<file path="src/rtl/dm_mem_ctrl_pkg.sv">
// Shared debug-memory constants, address map and FSM encoding for the
// hart-side memory controller.
package DM;

    typedef enum logic [1:0] {
        IDLE,
        GO,
        CMD_EXEC
    } dm_ctrl_state_e;

    localparam logic [2:0] CmdErrException  = 3'd3;
    localparam logic [2:0] CmdErrHaltResume = 3'd4;

    localparam int unsigned DataCount   = 2;
    localparam int unsigned ProgBufSize = 8;

    localparam int unsigned HaltedAddr    = 32'h100;
    localparam int unsigned GoingAddr     = 32'h108;
    localparam int unsigned ResumingAddr  = 32'h110;
    localparam int unsigned ExceptionAddr = 32'h118;
    localparam int unsigned WhereToAddr   = 32'h300;
    localparam int unsigned DataAddr      = 32'h380;
    localparam int unsigned FlagsBaseAddr = 32'h400;
    localparam int unsigned FlagsEndAddr  = 32'h7FF;
    localparam int unsigned HaltAddress   = 32'h800;

    // Program buffer sits directly below the data words, abstract command below that.
    localparam int unsigned DataEndAddr     = DataAddr + 4 * DataCount - 1;
    localparam int unsigned ProgBufBaseAddr = DataAddr - 4 * ProgBufSize;
    localparam int unsigned AbsCmdBaseAddr  = ProgBufBaseAddr - 40;

endpackage

</file>
<file path="src/rtl/dm_mem_ctrl_addr_decode.sv">
// Combinational decode of a hart bus access into one-hot debug-memory
// write/read strobes; unmapped or read-only targets raise nothing.
module dm_addr_decode
    import DM::*;
#(
    parameter int unsigned DbgAddressBits = 12,
    parameter int unsigned BusWidth       = 32
) (
    input  logic                req_i,
    input  logic                we_i,
    input  logic [BusWidth-1:0] addr_i,
    output logic                wr_halted_en_o,
    output logic                wr_going_en_o,
    output logic                wr_resuming_en_o,
    output logic                wr_exception_en_o,
    output logic                wr_data_en_o,
    output logic                rd_where_en_o,
    output logic                rd_data_en_o,
    output logic                rd_prog_en_o,
    output logic                rd_abs_cmd_en_o,
    output logic                rd_flags_en_o
);

    logic [31:0] a;
    logic        wr;
    logic        rd;
    logic        in_data;

    assign a       = 32'(addr_i[DbgAddressBits-1:0]);
    assign wr      = req_i & we_i;
    assign rd      = req_i & ~we_i;
    assign in_data = (a >= DataAddr) && (a <= DataEndAddr);

    assign wr_halted_en_o    = wr && (a == HaltedAddr);
    assign wr_going_en_o     = wr && (a == GoingAddr);
    assign wr_resuming_en_o  = wr && (a == ResumingAddr);
    assign wr_exception_en_o = wr && (a == ExceptionAddr);
    assign wr_data_en_o      = wr && in_data;

    // The ROM owns everything from HaltAddress up, which the flags range stops short of.
    assign rd_where_en_o   = rd && (a == WhereToAddr);
    assign rd_data_en_o    = rd && in_data;
    assign rd_prog_en_o    = rd && (a >= ProgBufBaseAddr) && (a < DataAddr);
    assign rd_abs_cmd_en_o = rd && (a >= AbsCmdBaseAddr) && (a < ProgBufBaseAddr);
    assign rd_flags_en_o   = rd && (a >= FlagsBaseAddr) && (a <= FlagsEndAddr);

endmodule

</file>
<file path="src/rtl/dm_mem_ctrl.sv">
// Hart-side debug memory controller: access strobes, registered response
// and the abstract-command IDLE/GO/CMD_EXEC sequencer.
module dm_mem_ctrl
    import DM::*;
#(
    parameter int unsigned DbgAddressBits = 12,
    parameter int unsigned BusWidth       = 32
) (
    input  logic                clk_i,
    input  logic                rst_ni,
    input  logic                req_i,
    input  logic                we_i,
    input  logic [BusWidth-1:0] addr_i,
    input  logic                ndmreset_i,
    input  logic                halted_i,
    input  logic                cmd_valid_i,
    input  logic                resumereq_i,
    output logic                wr_halted_en_o,
    output logic                wr_going_en_o,
    output logic                wr_resuming_en_o,
    output logic                wr_exception_en_o,
    output logic                wr_data_en_o,
    output logic                rd_where_en_o,
    output logic                rd_data_en_o,
    output logic                rd_prog_en_o,
    output logic                rd_abs_cmd_en_o,
    output logic                rd_flags_en_o,
    output logic [BusWidth-1:0] mem_addr_o,
    output logic                rom_req_o,
    output logic                rvalid_o,
    output logic                cmdbusy_o,
    output logic                go_o,
    output logic                resume_o,
    output logic                cmderror_valid_o,
    output logic [2:0]          cmderror_o
);

    dm_ctrl_state_e state_q, state_d;
    logic           resume_q, resume_d;
    logic           go_q, busy_q, rvalid_q;
    logic           err_valid_q, err_valid_d;
    logic [2:0]     err_q, err_d;

    dm_addr_decode #(
        .DbgAddressBits(DbgAddressBits),
        .BusWidth      (BusWidth)
    ) u_decode (
        .req_i            (req_i),
        .we_i             (we_i),
        .addr_i           (addr_i),
        .wr_halted_en_o   (wr_halted_en_o),
        .wr_going_en_o    (wr_going_en_o),
        .wr_resuming_en_o (wr_resuming_en_o),
        .wr_exception_en_o(wr_exception_en_o),
        .wr_data_en_o     (wr_data_en_o),
        .rd_where_en_o    (rd_where_en_o),
        .rd_data_en_o     (rd_data_en_o),
        .rd_prog_en_o     (rd_prog_en_o),
        .rd_abs_cmd_en_o  (rd_abs_cmd_en_o),
        .rd_flags_en_o    (rd_flags_en_o)
    );

    assign mem_addr_o       = addr_i;
    assign rom_req_o        = req_i;
    assign rvalid_o         = rvalid_q;
    assign cmdbusy_o        = busy_q;
    assign go_o             = go_q;
    assign resume_o         = resume_q;
    assign cmderror_valid_o = err_valid_q;
    assign cmderror_o       = err_q;

    always_comb begin
        state_d     = state_q;
        resume_d    = resume_q;
        err_valid_d = 1'b0;
        err_d       = 3'd0;
        case (state_q)
            IDLE: begin
                // A new command takes precedence over a same-cycle resume request.
                if (cmd_valid_i) begin
                    if (halted_i) begin
                        state_d = GO;
                    end else begin
                        err_valid_d = 1'b1;
                        err_d       = CmdErrHaltResume;
                    end
                end else if (resumereq_i && halted_i) begin
                    resume_d = 1'b1;
                end
            end
            GO: begin
                if (wr_exception_en_o) begin
                    state_d     = IDLE;
                    err_valid_d = 1'b1;
                    err_d       = CmdErrException;
                end else if (wr_going_en_o) begin
                    state_d = CMD_EXEC;
                end
            end
            CMD_EXEC: begin
                if (wr_exception_en_o) begin
                    state_d     = IDLE;
                    err_valid_d = 1'b1;
                    err_d       = CmdErrException;
                end else if (wr_halted_en_o) begin
                    state_d = IDLE;
                end
            end
            default: state_d = IDLE;
        endcase
        if (wr_resuming_en_o) begin
            resume_d = 1'b0;
        end
        if (ndmreset_i) begin
            state_d     = IDLE;
            resume_d    = 1'b0;
            err_valid_d = 1'b0;
            err_d       = 3'd0;
        end
    end

    always_ff @(posedge clk_i or negedge rst_ni) begin
        if (!rst_ni) begin
            state_q     <= IDLE;
            resume_q    <= 1'b0;
            go_q        <= 1'b0;
            busy_q      <= 1'b0;
            rvalid_q    <= 1'b0;
            err_valid_q <= 1'b0;
            err_q       <= 3'd0;
        end else begin
            state_q     <= state_d;
            resume_q    <= resume_d;
            go_q        <= (state_d == GO);
            busy_q      <= (state_d != IDLE);
            rvalid_q    <= req_i;
            err_valid_q <= err_valid_d;
            err_q       <= err_d;
        end
    end

endmodule

</file>
<file path="config.mk">
export PLATFORM = sky130hd
export DESIGN_NAME = dm_mem_ctrl
export DESIGN_NICKNAME = d
export VERILOG_FILES = /design/src/rtl/dm_mem_ctrl_pkg.sv /design/src/rtl/dm_mem_ctrl_addr_decode.sv /design/src/rtl/dm_mem_ctrl.sv
export SDC_FILE = /design/constraint.sdc
export NUM_CORES = 1
export LEC_CHECK = 0
export CAP_MARGIN = 20
export CORE_UTILIZATION = 26
export DETAILED_ROUTE_END_ITERATION = 16
export GPL_ROUTABILITY_DRIVEN = 1
export HOLD_SLACK_MARGIN = 0.08
export MAX_ROUTING_LAYER = met4
export PLACE_DENSITY = 0.74
export RECOVER_POWER = 25
export SYNTH_ARGS = -nofsm -noshare
export SYNTH_HDL_FRONTEND = slang
export SYNTH_SLANG_ARGS = --single-unit
</file>
<file path="constraint.sdc">
create_clock -name clk_i -period 1.9 [get_ports clk_i]
set_clock_uncertainty 0.1 [all_clocks]
set_input_delay 0.57 -clock clk_i [delete_from_list [all_inputs] [get_ports clk_i]]
set_output_delay 0.57 -clock clk_i [all_outputs]
set_load 0.05 [all_outputs]
</file>
After elaboration in Yosys (flattened, before gate mapping)
Cells that the tools add are included.
{ "classes": {"n_lt_le_gt_ge": 8, "n_eq_ne": 9, "n_mux": 23, "n_bitwise": 3, "n_reduce_logical": 21} }
{ "ops": {"columns": ["cell", "count"], "rows": [
  ["$eq A12 B9 Y1 const B", 4],
  ["$ge A12 B10 Y1 const B", 3],
  ["$lt A12 B10 Y1 const B", 2],
  ["$mux W2", 8],
  ["$logic_and A1 B1 Y1", 15],
  ["$eq A12 B10 Y1 const B", 1],
  ["$ge A12 B11 Y1 const B", 1],
  ["$le A12 B10 Y1 const B", 1],
  ["$le A12 B11 Y1 const B", 1],
  ["$mux W1", 9],
  ["$mux W3", 3],
  ["$pmux W2 S3", 1],
  ["$pmux W3 S2", 1],
  ["$reduce_bool A3 Y1", 2],
  ["$eq A2 B1 Y1 const B", 2],
  ["$ne A3 B2 Y1 const B", 1],
  ["$reduce_and A3 Y1", 1],
  ["$and A1 B1 Y1", 2],
  ["$eq A2 B2 Y1 const B", 1],
  ["$logic_not A2 Y1", 1],
  ["$pmux W1 S2", 1],
  ["$reduce_bool A2 Y1", 1],
  ["$reduce_or A2 Y1", 1],
  ["$not A1 Y1", 1]
]} }
{ "word_totals": {"ff_bits": 10, "in_bits": 40, "out_inout_bits": 51} }

Depth between registers and ports, before layout
Gate-level depths: netlist of the first run.
{ "depth": {"depth_word": 7, "mapped_depth": 6} }

Cells and area by module
Synthesis of the first run repeated with hierarchy kept, for this count alone.
{ "hier_totals": {"hier_cells": 98, "area_unflattened_um2": 904.6} }
{ "modules_own_cells": {"columns": ["mod", "instances", "cells_each", "area_each_um2"], "rows": [
  ["dm_mem_ctrl", 1, 74, 695.7],
  ["dm_addr_decode", 1, 24, 209.0]
]} }

Worst setup path after synthesis of the first run
No wires, ideal clock.
{ "synth_timing": {"path_type": "input-to-output", "start": "in addr_i[2]", "end": "out wr_resuming_en_o", "arrival_time_ns": 2.734, "setup_slack_ns": -1.504, "cell_stages": 2, "path_buffers": 0, "path_cell_list": "or4_1 > nor4_1"} }
{ "synth_between": {"elab_chain_cells": 2} }
{ "synth_rtl": {"columns": ["element", "line_no", "source"], "rows": [
  ["from (decl)", "dm_mem_ctrl.sv:13", "input logic [BusWidth-1:0] addr_i,"],
  ["$eq A12 B9 Y1", "dm_mem_ctrl_addr_decode.sv:36", "assign wr_resuming_en_o = wr && (a == ResumingAddr);"],
  ["$logic_and A1 B1 Y1", "dm_mem_ctrl_addr_decode.sv:36", null],
  ["to (decl)", "dm_mem_ctrl.sv:20", "output logic wr_resuming_en_o,"]
]} }
Every way passes these cells.

Final worst setup path of the first run
{ "layout_timing": {"start": "in addr_i[1]", "end": "out wr_resuming_en_o"} }
Same word-level chain as after synthesis.

==> results of run 1 <==
final timing paths:
kind / from / slack (ns) / end
setup / recovery: addr_i[1] / -0.53 / wr_resuming_en_o
hold / removal: resume_o / 0.53 / resume_o
setup reg to reg: state_q[0] / 0.20 / go_o
hold reg to reg: resume_o / 0.53 / resume_o
max in group asynchronous: rst_ni / 0.86 / cmderror_valid_o
min in group asynchronous: rst_ni / 0.56 / state_q[0]
power by group through the flow:
stage	registers (mW)	clock network [mW]	logic (mW)
6_report	0.209	0.142	0.337
2_1_floorplan	0.238	0	0.243
5_1_grt	0.210	0.150	0.354
3_5_place_dp	0.211	0	0.320
3_3_place_gp	0.210	0	0.315
4_1_cts	0.208	0.148	0.328
worst min-delay path: stages, from the launching register on:
cell     delay [ns]
dfrtp_1        0.39
a41oi_1        0.06
nor3_1         0.13
cells in the final DEF, fill, tap and decap left out, types with 4 or more instances in the layout:
cell type,Yosys,routed
buf_4,34,26
buf_12,0,26
buf_6,0,13
dfrtp_1,9,9
inv_1,5,5
nor4_4,2,4
nand2_1,5,4
ha_1,4,4
clkdlybuf4s50_1,0,4
per-stage QoR:
| step | util | cell area, um^2 | std cells |
|---|---|---|---|
| detailed placement | 0.514 | 1720 | 180 |
| finish | 0.554 | 1850 | 190 |
| floorplan | - | 1010 | 97 |
| global placement | 0.514 | 1720 | 180 |
| global route | 0.554 | 1850 | 190 |
| CTS | 0.540 | 1800 | 188 |
state kept, by name (all words and copies together) (netlist names):
register          count
cmdbusy_o             1
go_o                  1
cmderror_valid_o      1
rvalid_o              1
state_q               2
cmderror_o            2
resume_o              1
cell type report:
type                       count  area (um^2)  share of cell area
clock buffer                   4         26.3              0.0142
inverter                       5         18.8              0.0101
multi-input combinational     49          556               0.300
sequential                     9          225               0.122
tap                           46         57.6              0.0311
timing repair buffer          77          966               0.522
kinds of logic (layout without fill, tap and decap cells):
| family | after synthesis | in the layout | share of synthesized area |
|---|---|---|---|
| AND/OR/NAND/NOR | 37 | 37 | 0.305 |
| buffers and inverters | 39 | 86 | 0.304 |
| adder cells (fa/ha/maj) | 4 | 4 | 0.0555 |
| AO/OA/AOI/OAI | 8 | 8 | 0.0860 |
| flip-flops | 9 | 9 | 0.250 |
repair_timing:
action | 4_1_cts | 5_1_grt
resized for setup | 71 | 5
pin swaps | 15 | 9
endpoints found under the setup margin | 30 | 15
setup buffers | 7 | 2
hold endpoints to repair | 0 | 0
layer usage:
layer	up-vias	wire length, um	track usage	share of wire
li1	398	-	-	-
met1	389	917	0.148	0.37
met2	51	1320	0.253	0.53
met3	12	194	0.0256	0.078
met4	0	61	0.0844	0.025
met5	-	0	-	0
==> impl_metrics.ini, run 1 <==
[setup_path]
cp.required_ns = 1.23
end_kind = primary output
cp.arrival_ns = 1.76
crit_family = simple AND/OR/NAND/NOR gates
cp.depth = 4
critPathBufInv = 2
critPathLaunchType = input port
cpMaxStageDelayCell = or4_4
worstPathCellList = buf_6 -> or4_4 -> nor4_4 -> buf_12
crit_type = in2out
crit_fanout = 3
r2r_cells = 6
max_stage_delay_ns = 0.57

[logic_synthesis]
yosysTopAreaCell = buf_4
syn_avg_cell_area_um2 = 9.30
syn-num-nets = 141
synthTopCellsByCount = 34 x buf_4, 9 x dfrtp_1, 6 x nor3_1, 5 x inv_1, 5 x nand2_1
yosys-top-cells-area = buf_4 28%, dfrtp_1 25%, ha_1 5.5%
syn_inst = 97
synth-seq-cells = 9
ys.flop_type = dfrtp_1
ys_warn_count = 0
synth.yosys.seq_area_share = 0.250
synthDominantCellAreaShare = 0.283
synth-edff-count = 0
synth_most_common_cell = buf_4
async_flop_share = 1.00
synth_area_um2 = 902
synth.distinct_cells = 33

[power_and_ir_drop]
power.total_uw = 688
switchingPower_uw = 243
peakVddDrop_v = 0.000187
intPower_uw = 444
p_seq_frac = 0.303
switching_share = 0.354
p_per_area_nw_per_um2 = 372
clkPwrFrac = 0.207
p_comb_frac = 0.490
power.leakage_nw = 0.850

[sta]
fmax_ghz = 0.411
min_period_ns = 2.43
finalMaxSlewViolations = 0
hold_viol_final = 0
setup_viol = 15
rsz0062_at_grt = true
fin_ws_ns = -0.533
holdWs_ns = 0.533
finalSetupTns_ns = -4.99
worst_pin_slew_ns = 0.380
slew_headroom = 0.746
post-route-period-util = 1.28

[clock_network]
ctsHoldBuffers = 0
clk_pin_slew_worst_paths_ns = 0.06
root_buffer = clkbuf_4
worstSkewPairLatency_ns = 0.26
clkSinkCount = 9
h-tree-depth = 1
clock_path_buffers = 2
cts_tree = built
cts_buffers = 3

[place]
dp_slack_ns = -0.931
port_buffers = 50
dpl.hpwl_um = 2060
gp_congestion = 0.735

[die]
dieHeight_um = 60.9
ios = 91
start_util = 0.270
core_um2 = 3340
die_w_um = 60.9
dieArea_um2 = 3710
rows = 21

[run_status]
status = finished with violations
violations = setup timing

[min_path]
hold_class = reg2reg
hold_depth = 2

[grt]
grt_first_pass_wirelength_um = 3800
grt_pass1_vias = 854
grt_usage = 0.143
grt_antenna_before_repair = 0
grt_max_degree = 10
grt-ovfl-total = 0

[route]
num_vias = 850
totalWireLength_um = 2490
routed_via_density = 4.47
drtIter0Drc = 14
drc = 0
drtAntennaViolNets = 0
first_pass_iters = 2
avgRoutedWirePerCell_um = 13.1

[final_layout]
diodes = 0
area_delta_synth_final_pct = 105
layout-drive-gt1-share = 0.681
nFillCells = 299
fin_nets = 189

[run]
cap_violations = 0
(Power assumes the default switching activity.)
==> run 2: changes to the inputs <==
SYNTH_HIERARCHICAL = 1   (was unset)
TNS_END_PERCENT = 100   (was unset)
==> run 2 against run 1 <==
  * The run still ends with setup timing left
  * Sequential share of layout area is 0.69 points lower
  * Routed wire length is 17% higher
  * Total power is 2.5% higher
  * Non-clock buffer count is 3 higher
  * Final area is 6.0% higher
  * Worst hold slack better by 0.0030 ns
  * Die area is 0.26% higher
  * Sequential power hardly changed
  * Largest power group unchanged
  * Highest routed layer unchanged
==> impl_metrics.ini, run 2 <==
[logic_synthesis]
syn_inst = 98
ys_warn_count = 6
synth_compound_area_frac = 0.0858
synth-edff-count = 0
ys.flop_type = dfrtp_1
synth-seq-cells = 9
syn_avg_cell_area_um2 = 9.23
synth-simple-area-share = 0.290
synth_area_um2 = 905
synth_xor_area_frac = 0
synth.distinct_cells = 30
synth_top_family_by_area = buffers and inverters
synthAdderAreaFrac = 0.0553
synth.yosys.seq_area_share = 0.249
yosys-top-cells-area = buf_4 28%, dfrtp_1 25%, ha_1 5.5%
synth.area.mux_share = 0
synthDominantCellAreaShare = 0.282
yosysTopAreaCell = buf_4
async_flop_share = 1.00
synthTopCellsByCount = 34 x buf_4, 9 x dfrtp_1, 6 x inv_1
syn-num-nets = 142
synth_most_common_cell = buf_4

[grt]
grt-ovfl-total = 0
grt_first_pass_wirelength_um = 4280
grt_antenna_before_repair = 0
grt_max_degree = 10
grt_usage = 0.170
grt_pass1_vias = 949

[die]
die_w_um = 61.0
start_util = 0.271
rows = 21
ios = 91
dieArea_um2 = 3720
dieHeight_um = 61.0
core_um2 = 3340

[final_layout]
layout-drive-gt1-share = 0.707
final_cell_area_um2 = 1960
area_delta_synth_final_pct = 117
layout_commonest_cell = buf_12
seqCellArea_um2 = 225
fin_nets = 192
layout_common_cells = 27 x buf_12, 22 x buf_4, 15 x buf_6
multiInputGateArea_um2 = 601
diodes = 0
nFillCells = 275

[route]
num_vias = 892
drc = 0
highest_layer = met4
met1_length_um = 890
routed_via_density = 4.62
drtAntennaViolNets = 0
met3_length_um = 269
avgRoutedWirePerCell_um = 15.0
first_pass_iters = 3
totalWireLength_um = 2900
drtIter0Drc = 13
dr_wl_met2_um = 1650

[clock_network]
ctsHoldBuffers = 0
clkSinkCount = 9
clock_path_buffers = 2
clk_pin_slew_worst_paths_ns = 0.06
worstSkewPairLatency_ns = 0.26
cts_tree = built
root_buffer = clkbuf_4
cts_buffers = 3
h-tree-depth = 1

[setup_path]
crit_fanout = 3
cp.required_ns = 1.23
end_kind = primary output
cp.arrival_ns = 1.78
crit_type = in2out
critPathLaunchType = input port

[run]
cap_violations = 0

[sta]
setup_viol = 14
finalSetupTns_ns = -5.07
hold_viol_final = 0
min_period_ns = 2.45
slew_headroom = 0.707
post-route-period-util = 1.29
rsz0062_at_grt = true
worst_pin_slew_ns = 0.438
fmax_ghz = 0.407
finalMaxSlewViolations = 0
fin_ws_ns = -0.554

[place]
placedInstanceArea_um2 = 1750
gp_congestion = 0.790
port_buffers = 50
dpl.hpwl_um = 2280

[run_status]
status = finished with violations
violations = setup timing

[power_and_ir_drop]
power.leakage_nw = 0.872
p_per_area_nw_per_um2 = 360
peakVddDrop_v = 0.000164

[min_path]
hold_class = reg2reg
==> run 2: changes by cell type after synthesis, moves of 2 or more <==
cell       before  now
nand2b_1        1    4
nor4_2          1    4
and3_1          2    0
a21oi_1         1    3
nor4_1          1    4
nand2_1         5    2
nor4_4          2    0
nand4bb_1       0    2
nor3_1          6    1
==> run 2: final timing paths <==
check / from / end / slack, ns / cells past startpoint
setup / recovery: addr_i[7] / rd_where_en_o / -0.55 / 4
max in group asynchronous: rst_ni / rvalid_o / 0.81 / 1
min in group asynchronous: rst_ni / cmdbusy_o / 0.59 / 1
hold / removal: resume_o / resume_o / 0.54 / 2
setup reg to reg: state_q[0] / go_o / 0.32 / 5
hold reg to reg: resume_o / resume_o / 0.54 / 2
==> run 2: critical path, cell delays in order <==
cell    delay, ns
buf_6        0.10
or4_4        0.59
nor4_4       0.34
buf_12       0.18
==> run 2: timing repair <==
item	4_1_cts	5_1_grt
setup endpoints to repair	30	15
gates cloned	0	0
pin swaps	18	7
setup buffers	9	2
resized for setup	89	7
==> run 2: power by group <==
group	switching [mW]	internal, mW
combinational	0.183	0.171
clock	0.0648	0.0808
sequential	0.00515	0.200
total	0.253	0.452
==> run 2: final cells by class <==
type	instances	area share
inverter	6	0.0115
sequential	9	0.115
timing repair buffer	80	0.525
clock buffer	4	0.0134
multi-input combinational	48	0.306
tap	46	0.0294
==> run 2: per-stage QoR <==
step                      power (mW)  hold WS [ns]  utilization  worst slack, ns  std cells
after floorplan                0.486         0.174            -           -0.701         98
after global routing           0.740         0.580        0.588           -0.584        193
after global placement         0.528         0.522        0.526           -0.952        178
after detailed placement       0.537         0.518        0.526           -0.987        178
after CTS                      0.710         0.520        0.576           -0.566        191
final                          0.705         0.536        0.588           -0.554        193
==> run 2: per-layer routing <==
layer | global-route usage | vias up
li1 | - | 409
met1 | 0.150 | 419
met2 | 0.308 | 56
met3 | 0.0576 | 8
met4 | 0.104 | 0
met5 | - | -
==> run 2: cell families after synthesis <==
| logic type | Yosys count |
|---|---|
| flops | 9 |
| fa+ha+maj | 4 |
| simple gates | 34 |
| compound gates | 10 |
| buf+inv | 41 |
==> run 3: changes to the inputs <==
CAP_MARGIN = unset   (was 20)
SLEW_MARGIN = 20   (was unset)
==> results of run 3 <==
The final DEF is identical to that of run 2; final timing and power are the same.
